[src/rtl/fifo_stream_reader_if.sv]
// rtl/fifo_stream_reader_if.sv - FIFO read port and output stream bundle for fifo_stream_reader
//
// Purpose
//   Groups the two handshake sides of the stream reader: the read port of the
//   sync FIFO being drained and the valid/ready stream handed to the consumer.
//
// Signals
//   fifo_empty      FIFO empty flag                          (FIFO -> reader)
//   fifo_underflow  FIFO underflow flag                      (FIFO -> reader)
//   fifo_data_out   FIFO read data, valid the clk after rd   (FIFO -> reader)
//   fifo_rd_en      read request                             (reader -> FIFO)
//   m_valid         stream beat valid                        (reader -> consumer)
//   m_data          stream beat data                         (reader -> consumer)
//   m_ready         consumer accepts                         (consumer -> reader)
//
// Modports
//   master  the reader's view
//   slave   the environment's view (FIFO plus consumer)

interface fifo_stream_reader_if #(
   parameter int DATA_W = 16
) ();
   logic              fifo_empty;
   logic              fifo_underflow;
   logic [DATA_W-1:0] fifo_data_out;
   logic              fifo_rd_en;
   logic              m_valid;
   logic [DATA_W-1:0] m_data;
   logic              m_ready;

   modport master (
      input  fifo_empty,
      input  fifo_underflow,
      input  fifo_data_out,
      output fifo_rd_en,
      output m_valid,
      output m_data,
      input  m_ready
   );

   modport slave (
      output fifo_empty,
      output fifo_underflow,
      output fifo_data_out,
      input  fifo_rd_en,
      input  m_valid,
      input  m_data,
      output m_ready
   );
endinterface

[src/rtl/fifo_stream_reader.sv]
// rtl/fifo_stream_reader.sv - read-side FIFO drain controller with 2-entry stream buffer
//
// Purpose
//   Drains a sync FIFO through fifo_rd_en and absorbs the one-clock read
//   latency of fifo_data_out in a 2-entry output buffer, presenting the data
//   as a valid/ready stream. With m_ready held high it sustains one beat per
//   clock. Delivered beats are counted and any FIFO underflow is latched.
//
// Ports
//   clk            single clock, rising edge
//   rst            asynchronous active-high reset
//   enable         1 = new reads allowed; 0 = buffered/in-flight data still drains
//   flush          synchronous discard of buffered and in-flight data
//   bus            fifo_stream_reader_if.master (FIFO read port + output stream)
//   beat_cnt       beats delivered since reset, wraps modulo 2^CNT_W
//   err_underflow  sticky, set whenever fifo_underflow is sampled high
//
// Parameters
//   DATA_W  FIFO/stream data width
//   CNT_W   delivered-beat counter width

module fifo_stream_reader #(
   parameter int DATA_W = 16,
   parameter int CNT_W  = 16
) (
   input  logic                 clk,
   input  logic                 rst,
   input  logic                 enable,
   input  logic                 flush,
   fifo_stream_reader_if.master bus,
   output logic [CNT_W-1:0]     beat_cnt,
   output logic                 err_underflow
);

   typedef enum logic [1:0] {
      OCC_EMPTY = 2'd0,
      OCC_ONE   = 2'd1,
      OCC_TWO   = 2'd2
   } occ_t;

   occ_t              occ_q;
   occ_t              occ_d;
   logic              inflight_q;
   logic [DATA_W-1:0] entry0_q;
   logic [DATA_W-1:0] entry0_d;
   logic [DATA_W-1:0] entry1_q;
   logic [DATA_W-1:0] entry1_d;

   logic              pop;
   logic              capture;
   logic              rd_en;
   logic [2:0]        credit_used;
   logic [2:0]        credit_limit;

   // A beat leaves whenever the head entry is valid and the consumer takes it.
   assign pop     = (occ_q != OCC_EMPTY) && bus.m_ready;
   // Data requested last clock is on fifo_data_out now.
   assign capture = inflight_q;

   // Credit rule: buffered + in-flight beats, less the one leaving this clock,
   // must stay below the buffer depth of 2, so every capture has a free slot.
   // Written as used < 2 + pop to stay in unsigned arithmetic.
   assign credit_used  = {1'b0, occ_q} + {2'b00, inflight_q};
   assign credit_limit = 3'd2 + {2'b00, pop};

   // Never request on an empty FIFO, so the reader itself cannot underflow it.
   assign rd_en = !rst && enable && !flush && !bus.fifo_empty &&
                  (credit_used < credit_limit);

   assign bus.fifo_rd_en = rd_en;
   assign bus.m_valid    = (occ_q != OCC_EMPTY);
   assign bus.m_data     = entry0_q;

   // Occupancy FSM and buffer datapath. Entry0 is always the head; a capture
   // lands at the tail, which depends on whether the head leaves this clock.
   always_comb begin
      occ_d    = occ_q;
      entry0_d = entry0_q;
      entry1_d = entry1_q;

      if (flush) begin
         occ_d = OCC_EMPTY;
      end else begin
         unique case (occ_q)
            OCC_EMPTY: begin
               if (capture) begin
                  occ_d    = OCC_ONE;
                  entry0_d = bus.fifo_data_out;
               end
            end
            OCC_ONE: begin
               unique case ({capture, pop})
                  2'b10: begin
                     occ_d    = OCC_TWO;
                     entry1_d = bus.fifo_data_out;
                  end
                  2'b01: begin
                     occ_d = OCC_EMPTY;
                  end
                  2'b11: begin
                     // Head leaves and the new beat becomes the head.
                     entry0_d = bus.fifo_data_out;
                  end
                  default: begin
                  end
               endcase
            end
            OCC_TWO: begin
               if (pop) begin
                  entry0_d = entry1_q;
                  if (capture) begin
                     // Unreachable under the credit rule; kept order-safe anyway.
                     entry1_d = bus.fifo_data_out;
                  end else begin
                     occ_d = OCC_ONE;
                  end
               end
            end
            default: begin
               occ_d = OCC_EMPTY;
            end
         endcase
      end
   end

   always_ff @(posedge clk or posedge rst) begin
      if (rst) begin
         occ_q         <= OCC_EMPTY;
         inflight_q    <= 1'b0;
         entry0_q      <= '0;
         entry1_q      <= '0;
         beat_cnt      <= '0;
         err_underflow <= 1'b0;
      end else begin
         occ_q      <= occ_d;
         // rd_en is already forced low during flush, so this also clears
         // the in-flight marker on a flush edge.
         inflight_q <= rd_en;
         entry0_q   <= entry0_d;
         entry1_q   <= entry1_d;
         // A beat taken on the flush clock is discarded, not delivered.
         if (pop && !flush) begin
            beat_cnt <= beat_cnt + CNT_W'(1);
         end
         if (bus.fifo_underflow) begin
            err_underflow <= 1'b1;
         end
      end
   end

endmodule

[src/flat_wrapper.sv]
// flat-port wrapper written by rule: the top's interface ports become plain ports
module fifo_stream_reader_flat 
#(
   parameter int DATA_W = 16,
   parameter int CNT_W  = 16
)
  (clk, rst, enable, flush, beat_cnt, err_underflow, bus_fifo_empty, bus_fifo_underflow, bus_fifo_data_out, bus_fifo_rd_en, bus_m_valid, bus_m_data, bus_m_ready);
  fifo_stream_reader_if #(.DATA_W(DATA_W)) bus_i ();
  input  logic clk;
  input  logic rst;
  input  logic enable;
  input  logic flush;
  output logic [CNT_W-1:0] beat_cnt;
  output logic err_underflow;
  input wire logic [$bits(bus_i.fifo_empty)-1:0] bus_fifo_empty;
  input wire logic [$bits(bus_i.fifo_underflow)-1:0] bus_fifo_underflow;
  input wire logic [$bits(bus_i.fifo_data_out)-1:0] bus_fifo_data_out;
  output wire logic [$bits(bus_i.fifo_rd_en)-1:0] bus_fifo_rd_en;
  output wire logic [$bits(bus_i.m_valid)-1:0] bus_m_valid;
  output wire logic [$bits(bus_i.m_data)-1:0] bus_m_data;
  input wire logic [$bits(bus_i.m_ready)-1:0] bus_m_ready;
  assign bus_i.fifo_empty = bus_fifo_empty;
  assign bus_i.fifo_underflow = bus_fifo_underflow;
  assign bus_i.fifo_data_out = bus_fifo_data_out;
  assign bus_fifo_rd_en = bus_i.fifo_rd_en;
  assign bus_m_valid = bus_i.m_valid;
  assign bus_m_data = bus_i.m_data;
  assign bus_i.m_ready = bus_m_ready;
  fifo_stream_reader #(.DATA_W(DATA_W), .CNT_W(CNT_W)) u_core (.clk(clk), .rst(rst), .enable(enable), .flush(flush), .bus(bus_i), .beat_cnt(beat_cnt), .err_underflow(err_underflow));
endmodule
[config.mk]
export PLATFORM = sky130hd
export DESIGN_NAME = fifo_stream_reader_flat
export DESIGN_NICKNAME = d
export VERILOG_FILES = /design/src/rtl/fifo_stream_reader_if.sv /design/src/rtl/fifo_stream_reader.sv /design/src/flat_wrapper.sv
export SDC_FILE = /design/constraint.sdc
export NUM_CORES = 1
export LEC_CHECK = 0
export ABC_AREA = 1
export CORE_ASPECT_RATIO = 0.75
export CORE_UTILIZATION = 57
export DETAILED_ROUTE_END_ITERATION = 8
export DONT_BUFFER_PORTS = 1
export PLACE_DENSITY = 0.82
export RECOVER_POWER = 25
export SETUP_SLACK_MARGIN = 0.02
export SLEW_MARGIN = 30
export SYNTH_ARGS = -nofsm -noshare
export SYNTH_HDL_FRONTEND = slang
export SYNTH_SLANG_ARGS = --single-unit
[constraint.sdc]
create_clock -name clk -period 3.1 [get_ports clk]
set_input_delay 0.465 -clock clk [delete_from_list [all_inputs] [get_ports clk]]
set_output_delay 0.465 -clock clk [all_outputs]
set_load 0.05 [all_outputs]
==> results of run 1 <==
[power breakdown]
group          leakage, nW  internal, mW  total [mW]  switching [mW]
clock               0.0541         0.239       0.463           0.224
sequential           0.668         0.898        1.50           0.603
combinational        0.725         0.259       0.728           0.469
[worst max-delay path, delay by kind of cell (launching register included)]
family	cells	cell delay, ns
buffers and inverters	4	0.69
DFF	1	0.43
and+or+nand+nor	2	0.31
adders and majority gates	1	0.22
AOI/OAI and AO/OA	1	0.17
[stage by stage]
stage,hold WS [ns],std cells,power (mW),area (um^2),setup WS [ns]
after floorplan,0.450,307,2.14,2700,0.445
after global placement,0.458,358,2.20,2710,0.908
after detailed placement,0.463,358,2.25,2710,0.839
after CTS,0.207,366,2.71,2820,0.477
after global routing,0.197,366,2.86,2820,0.333
final,0.213,366,2.69,2820,0.503
[sequential cells by signal (all words and copies together) (netlist names)]
name                  cells
u_core.entry1_q          16
u_core.occ_q              2
u_core.err_underflow      1
u_core.beat_cnt          16
u_core.capture            1
u_core.bus.m_data        16
[cells in the mapped netlist (2+ instances only)]
library cell	instances
dfrtp_1	52
xor2_1	5
o21ai_1	8
nand4_1	6
nand2_1	84
nand2_2	4
nand3_1	18
xnor2_1	5
inv_2	2
buf_6	5
nor3_1	2
o21ai_0	17
nand3_4	2
ha_1	7
clkbuf_1	3
inv_1	40
a21oi_1	2
o21ai_2	24
nor2_1	14
[routing by layer]
| metal | part of all wire [%] | track usage (%) | wire length [um] |
|---|---|---|---|
| met5 | 0 | 0 | 0 |
| met4 | 1.6 | 8.16 | 81 |
| met3 | 5.2 | 5.48 | 260 |
| met2 | 47 | 36.1 | 2360 |
| met1 | 46 | 29.2 | 2310 |
[final cells by class]
cell class | instances | area, um^2 | area share (%)
sequential | 52 | 1300 | 46.2
multi-input combinational | 204 | 1150 | 41.0
inverter | 42 | 159 | 5.64
tap | 57 | 71.3 | 2.53
clock buffer | 5 | 68.8 | 2.44
clock inverter | 3 | 42.5 | 1.51
timing repair buffer | 3 | 20.0 | 0.710
[kinds of logic after synthesis]
logic type,after synthesis,synth area share (%)
buffers and inverters,51,8.93
XOR/XNOR,10,3.26
flip-flops,52,48.4
adder cells (fa/ha/maj),7,3.26
AO/OA/AOI/OAI,52,13.1
AND/OR/NAND/NOR,135,23.1
[final timing paths]
kind	from	endpoint	slack, ns	depth (start not counted)
setup reg to reg	u_core.occ_q[0]$_DFFE_PP0P_	u_core.entry1_q[12]$_DFFE_PP0P_	0.99	8
hold reg to reg	u_core.entry1_q[13]$_DFFE_PP0P_	u_core.entry1_q[13]$_DFFE_PP0P_	0.49	2
setup / recovery	u_core.occ_q[0]$_DFFE_PP0P_	bus_fifo_rd_en	0.50	8
hold / removal	bus_fifo_empty	u_core.capture$_DFF_PP0_	0.21	1
min in group asynchronous	rst	u_core.beat_cnt[13]$_DFFE_PP0P_	0.58	2
max in group asynchronous	rst	u_core.bus.m_data[14]$_DFFE_PP0P_	1.76	2
==> results by group, run 1 <==
CTS
  • Longest Clk Path Bufs: 2
  • Root buf cell: clkbuf_8
  • Sink Count: 52
  • CTS resizes: 0
  • CTS tree: done
  • Clock Latency Late Sink: 0.31 ns
  • Hold-fix buffers at CTS: 0
  • Clk slew on worst S/H paths: approximately 0.090 ns
  • CTS Buf Count: 5
  • H-tree levels: 2
  • Post-CTS setup buffers: 0

Worst setup path
  • CP Max Fanout: 7
  • Worst stage delay on the critical path: 0.43 ns
  • Crit-path most repeated cell: inv_1
  • Worst EP required: 2.63 ns
  • Slowest CP cell: dfrtp_1
  • Worst setup path category: reg -> out
  • Worst setup EP type: output pin
  • Worst-path cell chain: inv_1 -> ha_1 -> inv_2 -> nand2_4 -> o21ai_0 -> inv_1 -> nor4_2 -> buf_4
  • Crit path arrival time: 2.13 ns
  • Crit start category: register

STA
  • RSZ-0062 raised after global routing: false
  • Clock skew: about 0.0088 ns
  • Min Clock Period, post-route: approximately 2.6 ns
  • Fmax: 385 MHz
  • Fin Setup TNS: 0 ns
  • Slew @ Worst Pin: 1.24 ns
  • Final Cycle Share: a little over four fifths
  • Setup violators final: 0
  • Hold Vio Cnt, Final: 0
  • Pins Over Slew Limit: 0
  • Rel. slew slack: 17.0%

Min path
  • Hold Crit Class: in -> reg

Finish
  • Area grow syn2layout: 4.74%
  • Finished Core Util: 62.7%
  • Share of layout cells above drive strength 1: 15.9%
  • Most common cell after layout, fill and taps aside: nand2_1
  • Filler Cell Count: 389
  • Most frequent cells in the layout: 84 x nand2_1, 52 x dfrtp_1, 39 x inv_1, 24 x o21ai_2, 18 x nand3_1
  • Antenna diodes: 0
  • Final #Nets: 338

Global routing
  • Number of antenna violations at the first check in global routing: 0
  • Largest net degree at the start of global routing: 53
  • Gr usage total: 22.2%
  • Number of global-route vias before repair: 1717
  • Remaining global-route overflow: 0
  • First-pass GRT wire length: 8110 um

Route
  • Avg WL per Cell: between 10 and 15 um
  • Drt first pass iters: 4
  • Vias: 1937
  • ANT nets after route: 0
  • Detailed-route wire length: 5010 um
  • Drt drc: 0
  • Iteration-0 DRC Markers: 120
  • Via density: about 5.3

Synthesis
  • Post-synthesis instance total: 307
  • Top cells by area, synth: dfrtp_1 48%, nand2_1 12%, o21ai_2 7.8%, inv_1 5.6%, nand3_1 3.3%
  • Ys Warns: 0
  • Synth Area per Inst: 8.76 um^2
  • Mapped Area: 2690 um^2
  • Distinct cells, synth: 26
  • EDFF count, synth: 0
  • Post-synth top area share: 48.4%
  • Register area share after synthesis: 48.4%
  • Post-synthesis net count: between 300 and 400
  • Main synth FF type: dfrtp_1
  • Post-synthesis sequential element count: 52
  • Cell taking the most area after synthesis: dfrtp_1
  • Asr flop ratio synth: 100%

Outcome
  • Run status: finished, final reports clean

Floorplanning
  • Die width: ~81 um
  • Starting density of the core: around three fifths
  • Row count: 21
  • I/O pin total: 58
  • Die area: 5000 um^2
  • Core footprint: ~4500 um^2
  • Die Y: 61.5 um

Place
  • DP HPWL: 3560 um
  • I/O Buffers: 0
  • Final RePlAce weighted congestion: 0.845

Run
  • MaxCap Viol Count: 0

Power and ir drop
  • Power per cell area: 955 nW/um^2
  • Leakage power: 1.45 nW
  • Worst vdd ir: 0.497 mV
No activity file was read; power rests on OpenSTA's default activity.
==> run 2, diff against run 1 <==
==> constraint.sdc (replaced) <==
create_clock -name clk -period 2.45 [get_ports clk]
set_input_delay 0.3675 -clock clk [delete_from_list [all_inputs] [get_ports clk]]
set_output_delay 0.3675 -clock clk [all_outputs]
set_load 0.05 [all_outputs]
==> run 2 against run 1 <==
  * First-iteration DRC count decreased by 23%
  * Via count increased by 1.1%
  * Clock skew decreased by 0.0021 ns
  * Sequential power increased by 21%
  * Combinational power increased by 41%
  * Total power increased by 25%
  * Clock power increased by 10%
  * Final cell count increased by 1.4%
  * Cell area increased by 1.2%
  * Core utilization increased by 0.75 points
  * Non-clock buffer count increased by 6
  * Critical path depth unchanged
==> results by group, run 2 (synthesized netlist as in run 1, its figures left out) <==
STA
  • Fin Setup TNS: 0 ns (unchanged)
  • Clock skew: 0.00671 ns (-0.00205 ns)
  • Pins Over Slew Limit: 0 (unchanged)
  • Hold Vio Cnt, Final: 0 (unchanged)
  • Setup violators final: 0 (unchanged)
  • Slew @ Worst Pin: 1.28 ns (+0.0339 ns)
  • Rel. slew slack: 14.8% (-2.3 points)
  • RSZ-0062 raised after global routing: false
  • Min Clock Period, post-route: 2.27 ns
  • Final Cycle Share: between 90% and 100%
  • Min setup slack post-route: 0.181 ns (-0.322 ns)
  • Hold slack: 0.119 ns (-0.0939 ns)
  • Fmax: between 400 and 500 MHz

Global routing
  • Gr usage total: 21.9% (-0.37 points)
  • Number of global-route vias before repair: 1777 (+3.5%)
  • First-pass GRT wire length: 8010 um (-1.2%)
  • Remaining global-route overflow: 0 (unchanged)
  • Largest net degree at the start of global routing: 53 (unchanged)
  • Number of antenna violations at the first check in global routing: 0 (unchanged)

Route
  • Iteration-0 DRC Markers: 92 (-23%)
  • Routed wire length on met2: 2340 um (-0.64%)
  • ANT nets after route: 0 (unchanged)
  • Avg WL per Cell: 13.6 um (-0.60%)
  • Drt first pass iters: 4 (unchanged)
  • Vias: 1959 (+1.1%)
  • Drt drc: 0 (unchanged)
  • Top Metal Used: met4
  • Detailed-route wire length: 5050 um (+0.76%)
  • M1 wire length: 2430 um (+5.3%)
  • Met3 WL: 227 um (-13%)
  • Via density: 5.28 (-0.23%)

Power and ir drop
  • Clk network pwr share: 15.2% (-2.0 points)
  • Switching share of power: 48.6% (+0.51 points)
  • Total power: 3.35 mW (+25%)
  • Psw: 1.63 mW (+26%)
  • Worst vdd ir: 0.578 mV (+16%)
  • Combinational Power Share: 30.6% (+3.6 points)
  • Int Power: 1.72 mW (+23%)
  • Leakage power: 1.47 nW (+1.7%)
  • Power per cell area: 1180 nW/um^2 (+23%)
  • Sequential Power Share: 54.1% (-1.7 points)

Worst setup path
  • Slowest CP cell: dfrtp_1
  • Worst stage delay on the critical path: 0.44 ns (about the same)
  • Worst setup EP type: output pin
  • Worst-path cell chain: inv_1 -> ha_1 -> inv_2 -> nand2_4 -> o21ai_0 -> inv_1 -> nor4_4 -> buf_4
  • Worst EP required: 2.08 ns (-0.55 ns)
  • Reg-to-Reg Start: u_core.occ_q[0]$_DFFE_PP0P_
  • Worst setup path category: reg -> out
  • Crit start category: register
  • Top cell family by delay on the critical path: buffers and inverters
  • Instance count on the critical path: 8 (unchanged)
  • Crit path arrival time: 1.90 ns (-0.23 ns)
  • CP Max Fanout: 7 (unchanged)
  • WP buf/inv: 4 (unchanged)
  • Crit Reg-Reg Endpoint: u_core.entry1_q[10]$_DFFE_PP0P_
  • R2R cell count: 9 (+1)
  • Internal reg-to-reg setup slack: 0.56 ns (-0.43 ns)
  • Crit-path most repeated cell: inv_1

Finish
  • Most common cell after layout, fill and taps aside: nand2_1
  • Antenna diodes: 0 (unchanged)
  • Final #Nets: 344 (+1.8%)
  • Cell area after layout: 2850 um^2 (+1.2%)
  • Area grow syn2layout: 6.00%
  • Post-route non-filler standard cell count: 371 (+1.4%)
  • Finished Core Util: 63.5% (+0.75 points)
  • Share of layout cells above drive strength 1: 17.2% (+1.3 points)
  • Most frequent cells in the layout: 84 x nand2_1, 52 x dfrtp_1, 39 x inv_1, 24 x o21ai_2, 18 x nand3_1

Place
  • DP Cell Count: 364 (+1.7%)
  • Final RePlAce weighted congestion: 0.846 (+0.14%)
  • DP HPWL: 3570 um (+0.21%)
  • I/O Buffers: 0 (unchanged)
  • Place WS: 0.525 ns (-0.313 ns)
  • Post-DP Area: 2770 um^2 (+2.0%)

Min path
  • Hold Crit Class: in -> reg
  • Hold Crit Depth: 1 (unchanged)
  • HP Start: bus_fifo_empty
  • Worst hold path endpoint: u_core.capture$_DFF_PP0_

Floorplanning
  • Row count: 21 (unchanged)
  • Die width: 81.3 um (unchanged)
  • Die area: 5000 um^2 (unchanged)
  • Core footprint: 4490 um^2 (unchanged)
  • Starting density of the core: 59.9% (unchanged)
  • I/O pin total: 58 (unchanged)
  • Die Y: 61.5 um (unchanged)

CTS
  • Sink Count: 52 (unchanged)
  • CTS resizes: 0 (unchanged)
  • CTS tree: done
  • Root buf cell: clkbuf_8
  • Hold-fix buffers at CTS: 0 (unchanged)
  • Clk slew on worst S/H paths: 0.09 ns (about the same)
  • Longest Clk Path Bufs: 2 (unchanged)
  • Clock Latency Late Sink: 0.31 ns (about the same)
  • Post-CTS setup buffers: 0 (unchanged)
  • CTS Buf Count: 5 (unchanged)
  • H-tree levels: 2 (unchanged)

Outcome
  • Run status: finished, final reports clean

Run
  • MaxCap Viol Count: 0 (unchanged)
==> run 2: worst max path at each step <==
| stage | startpoint | endpoint |
|---|---|---|
| detailed placement | u_core.occ_q[0]$_DFFE_PP0P_ | bus_fifo_rd_en |
| global route | u_core.occ_q[0]$_DFFE_PP0P_ | bus_fifo_rd_en |
| finish | u_core.occ_q[0]$_DFFE_PP0P_ | bus_fifo_rd_en |
| floorplan | u_core.occ_q[0]$_DFFE_PP0P_ | bus_fifo_rd_en |
| CTS | u_core.occ_q[0]$_DFFE_PP0P_ | bus_fifo_rd_en |
| global placement | u_core.occ_q[0]$_DFFE_PP0P_ | bus_fifo_rd_en |
==> run 2: layout make-up <==
class / instances / area (um^2)
Multi-Input combinational cell: 204 / 1160
Fill cell: 373 / 1640
Timing Repair Buffer: 9 / 65.1
Clock inverter: 1 / 8.76
Inverter: 42 / 159
Sequential cell: 52 / 1300
Tap cell: 57 / 71.3
Clock buffer: 6 / 82.6
==> run 2: routing by layer <==
| layer | up-vias | track usage [%] |
|---|---|---|
| li1 | 993 | - |
| met1 | 916 | 28.0 |
| met2 | 46 | 36.2 |
| met3 | 4 | 5.48 |
| met4 | 0 | 8.42 |
| met5 | - | 0 |
==> run 2: power by group through the flow <==
| stage | sequential, mW | clock (mW) | combinational [mW] |
|---|---|---|---|
| 3_5_place_dp | 1.84 | 0 | 1.03 |
| 5_1_grt | 1.86 | 0.550 | 1.16 |
| 4_1_cts | 1.82 | 0.520 | 1.04 |
| 2_1_floorplan | 1.85 | 0 | 0.860 |
| 6_report | 1.82 | 0.511 | 1.03 |
| 3_3_place_gp | 1.82 | 0 | 0.998 |
==> run 3, diff against run 2 <==
--- a/config.mk
+++ b/config.mk
@@ -7,10 +7,10 @@
 export LEC_CHECK = 0
 export ABC_AREA = 1
 export CORE_ASPECT_RATIO = 0.75
-export CORE_UTILIZATION = 57
+export CORE_UTILIZATION = 55
 export DETAILED_ROUTE_END_ITERATION = 8
 export DONT_BUFFER_PORTS = 1
-export PLACE_DENSITY = 0.82
+export PLACE_DENSITY = 0.8
 export RECOVER_POWER = 25
 export SETUP_SLACK_MARGIN = 0.02
 export SLEW_MARGIN = 30
==> run 3 against run 2 <==
  * Global-route usage grew 0.38 points
  * Via count is essentially flat
  * Final cell count shrank 0.27%
  * Sequential share of layout area shrank 0.12 points
  * Critical path type unchanged
  * Critical endpoint unchanged
  * Largest cell class unchanged
==> results by group, run 3 (synthesized netlist as in run 1, its figures left out) <==
Min path
  • HP Start: bus_fifo_empty
  • Hold Crit Class: in -> reg

Worst setup path
  • CP Launch Point: u_core.occ_q[0]$_DFFE_PP0P_
  • CP Max Fanout: 7 (unchanged)
  • Crit start category: register
  • Crit path arrival time: 1.89 ns (about the same)
  • Reg-to-Reg Start: u_core.occ_q[0]$_DFFE_PP0P_
  • Worst setup path category: reg -> out
  • Internal reg-to-reg setup slack: 0.55 ns (about the same)
  • Worst-path cell chain: inv_1 -> ha_1 -> inv_2 -> nand2_4 -> o21ai_0 -> inv_1 -> nor4_4 -> buf_4
  • Slowest CP cell: dfrtp_1
  • WP buf/inv: 4 (unchanged)
  • Crit-path most repeated cell: inv_1
  • Worst setup EP type: output pin
  • Worst EP required: 2.08 ns (about the same)
  • Worst stage delay on the critical path: 0.43 ns (about the same)
  • Top cell family by delay on the critical path: buffers and inverters

CTS
  • Hold-fix buffers at CTS: 0 (unchanged)
  • Longest Clk Path Bufs: 2 (unchanged)
  • CTS resizes: 0 (unchanged)
  • Clk slew on worst S/H paths: 0.08 ns (about the same)
  • Clock Latency Late Sink: 0.30 ns (about the same)
  • Root buf cell: clkbuf_8
  • Sink Count: 52 (unchanged)
  • CTS Buf Count: 5 (unchanged)
  • CTS tree: done
  • H-tree levels: 2 (unchanged)
  • Post-CTS setup buffers: 0 (unchanged)

STA
  • Clock skew: 0.00386 ns (-0.00285 ns)
  • Setup violators final: 0 (unchanged)
  • Fmax: 443 MHz (+0.58%)
  • Final Cycle Share: 92.1% (-0.54 points)
  • Rel. slew slack: 16.8% (+2.0 points)
  • Slew @ Worst Pin: 1.25 ns (-0.0306 ns)
  • Pins Over Slew Limit: 0 (unchanged)
  • Min Clock Period, post-route: 2.26 ns (-0.0131 ns)
  • Hold Vio Cnt, Final: 0 (unchanged)
  • Fin Setup TNS: 0 ns (unchanged)
  • RSZ-0062 raised after global routing: false

Route
  • Avg WL per Cell: 13.7 um (+0.69%)
  • Drt first pass iters: 4 (unchanged)
  • Detailed-route wire length: 5070 um (+0.42%)
  • ANT nets after route: 0 (unchanged)
  • Via density: 5.29 (+0.22%)
  • Drt drc: 0 (unchanged)
  • Iteration-0 DRC Markers: 124 (+35%)
  • Vias: 1958 (-0.051%)

Global routing
  • Number of global-route vias before repair: 1895 (+6.6%)
  • Largest net degree at the start of global routing: 53 (unchanged)
  • Remaining global-route overflow: 0 (unchanged)
  • First-pass GRT wire length: 8690 um (+8.5%)
  • Number of antenna violations at the first check in global routing: 0 (unchanged)
  • Gr usage total: 22.2% (+0.38 points)

Place
  • DP HPWL: 3600 um (+0.91%)
  • I/O Buffers: 0 (unchanged)
  • DP Cell Count: 364 (unchanged)
  • Final RePlAce weighted congestion: 0.838 (-1.0%)

Finish
  • Most frequent cells in the layout: 84 x nand2_1, 52 x dfrtp_1, 39 x inv_1, 24 x o21ai_2, 18 x nand3_1
  • Antenna diodes: 0 (unchanged)
  • Area grow syn2layout: 6.28%
  • Final #Nets: 344 (unchanged)
  • Post-route non-filler standard cell count: 370 (-0.27%)
  • Finished Core Util: 62.5% (-0.93 points)
  • Most common cell after layout, fill and taps aside: nand2_1
  • Share of layout cells above drive strength 1: 16.9% (-0.26 points)

Run
  • MaxCap Viol Count: 0 (unchanged)

Floorplanning
  • Die Y: 62.6 um (+1.7%)
  • Die area: 5180 um^2 (+3.5%)
  • Row count: 21 (unchanged)
  • Die width: 82.8 um (+1.8%)
  • Core footprint: 4570 um^2 (+1.8%)
  • Starting density of the core: 58.8% (-1.0 points)
  • I/O pin total: 58 (unchanged)

Outcome
  • Run status: finished, final reports clean

Power and ir drop
  • Leakage power: 1.47 nW (+0.19%)
  • Total power: 3.40 mW (+1.4%)
  • Worst vdd ir: 0.705 mV (+22%)
  • Power per cell area: 1190 nW/um^2 (+1.1%)
-- run 3: cell count changes in the layout (fill, tap and decap cells not counted) --
cell,delta
bufinv_16,+1
clkbuf_8,-1
clkinv_4,-1
-- run 3: per-stage QoR --
stage               hold WS [ns]  setup slack (ns)  instance area [um^2]
detailed placement         0.438             0.527                  2770
CTS                        0.118             0.183                  2860
global placement           0.437             0.599                  2770
floorplan                  0.427             0.246                  2710
global route               0.108            0.0534                  2860
finish                     0.126             0.194                  2860
-- run 3: worst register-to-register path, delay by kind of cell (launching register included) --
family,cells,cell delay (ns)
AO/OA/AOI/OAI,1,0.07
adder cells (fa/ha/maj),1,0.23
buffers and inverters,2,0.22
flip-flops,1,0.43
AND/OR/NAND/NOR,4,0.84
-- run 3: layout make-up --
cell class | count | area [um^2]
clock buffers | 5 | 68.8
repair buffers | 9 | 65.1
clock inverters | 1 | 30.0
fillers | 395 | 1710
well taps | 57 | 71.3
inverters | 42 | 159
multi-input cells | 204 | 1160
flip-flops and latches | 52 | 1300
-- run 3: worst paths after layout --
kind	to	cells after the start
setup / recovery	bus_fifo_rd_en	8
hold / removal	u_core.capture$_DFF_PP0_	1
setup reg to reg	u_core.entry1_q[6]$_DFFE_PP0P_	8
hold reg to reg	u_core.entry1_q[11]$_DFFE_PP0P_	2
max in group asynchronous	u_core.beat_cnt[1]$_DFFE_PP0P_	2
min in group asynchronous	u_core.beat_cnt[11]$_DFFE_PP0P_	2
-- run 3: where the power goes --
group	switching, mW	internal, mW	leakage [nW]
sequential	0.687	1.14	0.668
clock	0.255	0.293	0.0501
combinational	0.669	0.359	0.757
-- run 3: metal layers --
metal / global-route usage, % / vias up / part of all wire (%)
met2: 36.3 / 46 / 48
met4: 6.90 / 0 / 1.1
met3: 5.11 / 8 / 5.3
met5: 0 / - / 0
li1: - / 986 / -
met1: 29.1 / 918 / 46
